--- config.mk ---
export PLATFORM = sky130hd
export DESIGN_NAME = clock_domain_import
export DESIGN_NICKNAME = d
export VERILOG_FILES = /design/src/rtl/clock_domain_import.sv
export SDC_FILE = /design/constraint.sdc
export NUM_CORES = 1
export LEC_CHECK = 0
export CAP_MARGIN = 20
export CORE_MARGIN = 3
export CORE_UTILIZATION = 32
export DETAILED_ROUTE_END_ITERATION = 8
export DONT_BUFFER_PORTS = 1
export PLACE_DENSITY = 0.51
export SETUP_SLACK_MARGIN = 0.4
export SLEW_MARGIN = 20
export SYNTH_ARGS = -nofsm -noshare
export SYNTH_HDL_FRONTEND = slang
export SYNTH_SLANG_ARGS = --single-unit
--- constraint.sdc ---
create_clock -name clk -period 2.35 [get_ports clk]
set_clock_uncertainty 0.1 [all_clocks]
set_input_delay 0.235 -clock clk [delete_from_list [all_inputs] [get_ports clk]]
set_output_delay 0.235 -clock clk [all_outputs]
set_load 0.02 [all_outputs]
--- src/rtl/clock_domain_import.sv ---
// Destination side of a toggle req/ack clock-domain-crossing handshake.
// Captured words are queued in a small FIFO and offered on a valid/ready stream.
module clock_domain_import #(
  parameter int SIZE  = 8,
  parameter int DEPTH = 4
) (
  input  logic            clk,
  input  logic            rst,
  input  logic [SIZE-1:0] handshake_data,
  input  logic            handshake_req,
  output logic            handshake_ack,
  output logic [SIZE-1:0] data,
  output logic            stb,
  input  logic            ready
);

  localparam int PW = $clog2(DEPTH);
  localparam int CW = PW + 1;

  logic [1:0]      req_ff_q, req_ff_d;
  logic            ack_q, ack_d;
  logic [PW-1:0]   wr_ptr_q, wr_ptr_d;
  logic [PW-1:0]   rd_ptr_q, rd_ptr_d;
  logic [CW-1:0]   count_q, count_d;
  logic            stb_q, stb_d;
  logic [SIZE-1:0] data_q, data_d;
  logic [SIZE-1:0] mem [DEPTH];

  logic req_sync;
  logic full;
  logic pending;
  logic capture;
  logic pop;

  assign req_sync = req_ff_q[0];
  assign full     = (count_q == CW'(DEPTH));
  assign pending  = (req_sync != ack_q);
  assign capture  = pending && !full;
  assign pop      = stb_q && ready;

  always_comb begin
    req_ff_d = {handshake_req, req_ff_q[1]};
    ack_d    = capture ? req_sync : ack_q;
    wr_ptr_d = wr_ptr_q + PW'(capture);
    rd_ptr_d = rd_ptr_q + PW'(pop);

    count_d = count_q;
    case ({capture, pop})
      2'b10:   count_d = count_q + CW'(1);
      2'b01:   count_d = count_q - CW'(1);
      default: count_d = count_q;
    endcase

    // The new head may be the word being written this very cycle, so bypass memory.
    stb_d  = (count_d != '0);
    data_d = '0;
    if (count_d != '0) begin
      if (capture && (rd_ptr_d == wr_ptr_q)) begin
        data_d = handshake_data;
      end else begin
        data_d = mem[rd_ptr_d];
      end
    end
  end

  always_ff @(posedge clk or posedge rst) begin
    if (rst) begin
      req_ff_q <= '0;
      ack_q    <= 1'b0;
      wr_ptr_q <= '0;
      rd_ptr_q <= '0;
      count_q  <= '0;
      stb_q    <= 1'b0;
      data_q   <= '0;
    end else begin
      req_ff_q <= req_ff_d;
      ack_q    <= ack_d;
      wr_ptr_q <= wr_ptr_d;
      rd_ptr_q <= rd_ptr_d;
      count_q  <= count_d;
      stb_q    <= stb_d;
      data_q   <= data_d;
    end
  end

  always_ff @(posedge clk) begin
    if (capture) begin
      mem[wr_ptr_q] <= handshake_data;
    end
  end

  assign handshake_ack = ack_q;
  assign stb           = stb_q;
  assign data          = data_q;

endmodule

==> key figures <==
Status
  – Outcome: complete, but fails checks
  – Failing checks: negative setup slack

Floorplan
  – IO Pins: 22
  – Core Footprint: roughly 6000 sq um
  – Site row count: 28
  – Die X: roughly 86 um
  – Die H: ~86 um
  – Initial Util: between 30% and 40%
  – Die footprint: roughly 7400 sq um

Logic synthesis
  – Seq/Total Area, Yosys: slightly above 70%
  – Commonest cells post-synth: edfxtp_1, dfrtp_1, mux2i_1, nor2_1, inv_1
  – Avg Cell Area, Syn: around 19 sq um
  – Leading area contributor after synthesis: edfxtp_1
  – Synth Flop Type: edfxtp_1
  – Synth area leaders: edfxtp_1, dfrtp_1, mux4_1
  – Number of synthesized register bits: a little over 50
  – Distinct cell type count after synthesis: 25
  – Async S/R FF share, synth: a little under two fifths
  – Yosys warnings: 0
  – Synth Cell Area: 2040 sq um
  – Most frequent cell after synthesis: edfxtp_1
  – Top cell type's share of synthesized area: between 40 and 50%
  – Synth Instances: around 110
  – Number of synthesized flops with an enable pin: 32
  – Synth Net Count: 124

Power and ir drop
  – Pint: between 2 and 2.5 mW
  – Switching share of power: 35.6%
  – Comb power frac: between 40% and 50%
  – Reg power frac: around 40%
  – Leak: ~1.0 nW
  – NetSw: approximately 1.3 mW
  – Final Power: roughly 3.7 mW
  – Power Density: between 1000 and 1500 nW/um^2
  – Maximum ir drop on the vdd rail: between 0.5 and 0.6 mV
  – Clock Power Share: roughly 14%

STA
  – Fin. max-slew vios: 0
  – Fin crit period: 2380 ps
  – Final setup fails: 9
  – Final WS setup: -28.7 ps
  – Worst-Margin Slew: 742 ps
  – Slew Limit Headroom: 50.5%
  – Max frequency: roughly 420 MHz
  – Hold slack: roughly 14 ps
  – RSZ-0062 raised after global routing: true
  – Tcrit/Tclk final: 101%
  – Fin. Hold Viols: 0

Job
  – Max Cap Viol: 0

Clocking
  – Sink Count: between 50 and 60
  – Clock Latency Late Sink: roughly 300 ps
  – Clock slew at reported path FFs: around 100 ps
  – Root buffer cell: clkbuf_8
  – Max Root-Sink Buffers: 2
  – H-tree depth: 2
  – Num CTS Buffers: 5
  – CTS tree: yes

Route
  – Drt total wl: about 3700 um
  – Number of routed nets with antenna violations: 0
  – Drt first-iter violations: 54
  – DR pass1 iterations: 4
  – Post-DR wirelength/cell: 16.7 um
  – DR vias: about 1000
  – Via density: ~4.7
  – DRC: 0

Worst setup path
  – Arr. time, crit path: around 2500 ps
  – Startpoint types: register
  – Reg-to-reg endpoint: data[2]
  – Crit-path cells: or3b_4 > nand2_4 > ha_4 > fa_2 > mux2i_1 > inv_1 > nor4b_4 > buf_4 > nor2_1
  – R2R cell count: 9
  – Required @ worst endpoint: around 2500 ps
  – Largest stage delay, worst path: 440 ps
  – R2r startpoint: count_q[1]
  – CP max FO: 5
  – Slowest cell on crit path: fa_2
  – WS Path Type: register to register
  – Reg2reg setup slack: -30 ps
  – Critical Path Sink Type: register

Place
  – Count of input and output buffers: 0
  – Post-DP HPWL: around 2700 um
  – Post-DP Area: approximately 2300 sq um
  – Global placement routability congestion: between 0.6 and 0.7
  – Placed Cells: ~200

Final layout
  – Post-layout util: a little over two fifths
  – Final antenna diode count: 0
  – Post-route cell area: roughly 2600 sq um
  – Fin cells: 224
  – Area growth, synth to finish: 27.5%
  – Final #Nets: ~160
  – Layout cells sized above 1: a little under two fifths

Global routing
  – Initial antenna violation count: 0
  – Vias in the first global route: between 1000 and 1500
  – GRT Total Usage: between 10 and 15%
  – Largest net degree at the start of global routing: 20
  – First-pass GRT wire length: between 6000 and 7000 um
  – Total gr overflow: 0

Min path
  – Hold Path Class: input port to register
  – Hold Path Depth: 2
  – Hold Startpoint: handshake_data[4]
  – WHS Endpoint: data[4]
## worst max-delay path: cells and delay by family, from the launching register on
kind | cells | cell delay (ps)
simple gates | 4 | 800
buf+inv | 2 | 280
mux | 1 | 130
flops | 1 | 390
fa+ha+maj | 2 | 580
## logic make-up after synthesis
logic type	count (synthesis)	synth area share, %
adder cells (fa/ha/maj)	4	2.83
multiplexers	18	14.6
XOR/XNOR	7	4.05
AND/OR/NAND/NOR	21	6.63
buffers and inverters	6	1.17
AO/OA/AOI/OAI	1	0.245
flip-flops	51	70.5
## routing by layer
layer	part of all wire [%]	vias up	routed length, um	GRT usage (%)
met5	0	-	0	0
met4	0.83	0	31	3.88
met3	5.0	6	189	3.94
met2	53	26	1980	19.8
met1	41	530	1540	13.3
li1	-	487	-	-
## flip-flops by register name, indices dropped and copies added (netlist names)
signal         flops
mem               32
handshake_ack      1
req_ff_q           2
data               8
count_q            3
stb                1
wr_ptr_q           2
rd_ptr_q           2
## cell usage in the layout, fill, tap and decap left out, drive strengths merged, types with 3 or more instances in the layout
cell type	count
clkbuf	5
inv	6
nand2	3
edfxtp	32
buf	24
dlygate4sd3	10
dfrtp	19
xor2	4
nor2	9
mux4	8
ha	3
mux2i	9
## power by group through the flow
| stage | combinational (mW) | clock (mW) | sequential, mW |
|---|---|---|---|
| floorplan | 1.01 | 0 | 1.48 |
| CTS | 1.61 | 0.534 | 1.48 |
| finish | 1.69 | 0.515 | 1.48 |
| detailed placement | 1.52 | 0 | 1.50 |
| global placement | 1.49 | 0 | 1.49 |
| global route | 1.86 | 0.573 | 1.51 |
## per-stage QoR
| stage | TNS (ps) | setup WS [ps] |
|---|---|---|
| floorplan | -317 | -36.5 |
| global placement | -117 | -28.3 |
| detailed placement | -455 | -67.4 |
| CTS | -115 | -25.8 |
| global route | -1020 | -131 |
| finish | -195 | -28.7 |
## worst max path at each step
stage	from	slack, ps	cells after the start	to
finish	count_q[1]	-30	9	data[2]
global route	count_q[1]	-130	9	data[5]
CTS	count_q[1]	-30	9	data[2]
detailed placement	req_ff_q[0]	-70	9	data[2]
global placement	req_ff_q[0]	-30	9	data[1]
floorplan	count_q[0]	-40	8	stb
## layout make-up
cell class | instances | area, sq um
Clock buffer | 5 | 68.8
Clock inverter | 3 | 23.8
Fill cell | 550 | 3430
Inverter | 5 | 21.3
Multi-Input combinational cell | 51 | 659
Sequential cell | 51 | 1440
Tap cell | 75 | 93.8
Timing Repair Buffer | 34 | 292
## timing repair
action / 4_1_cts / 5_1_grt
gates cloned: 0 / 0
hold buffers: 10 / 0
hold endpoints to repair: 54 / 0
gates resized for setup: 8 / 10
endpoints found under the setup margin: 10 / 22
pin swaps: 7 / 4
setup buffers: 2 / 3
Note: power is estimated with default switching activity, not from simulation.
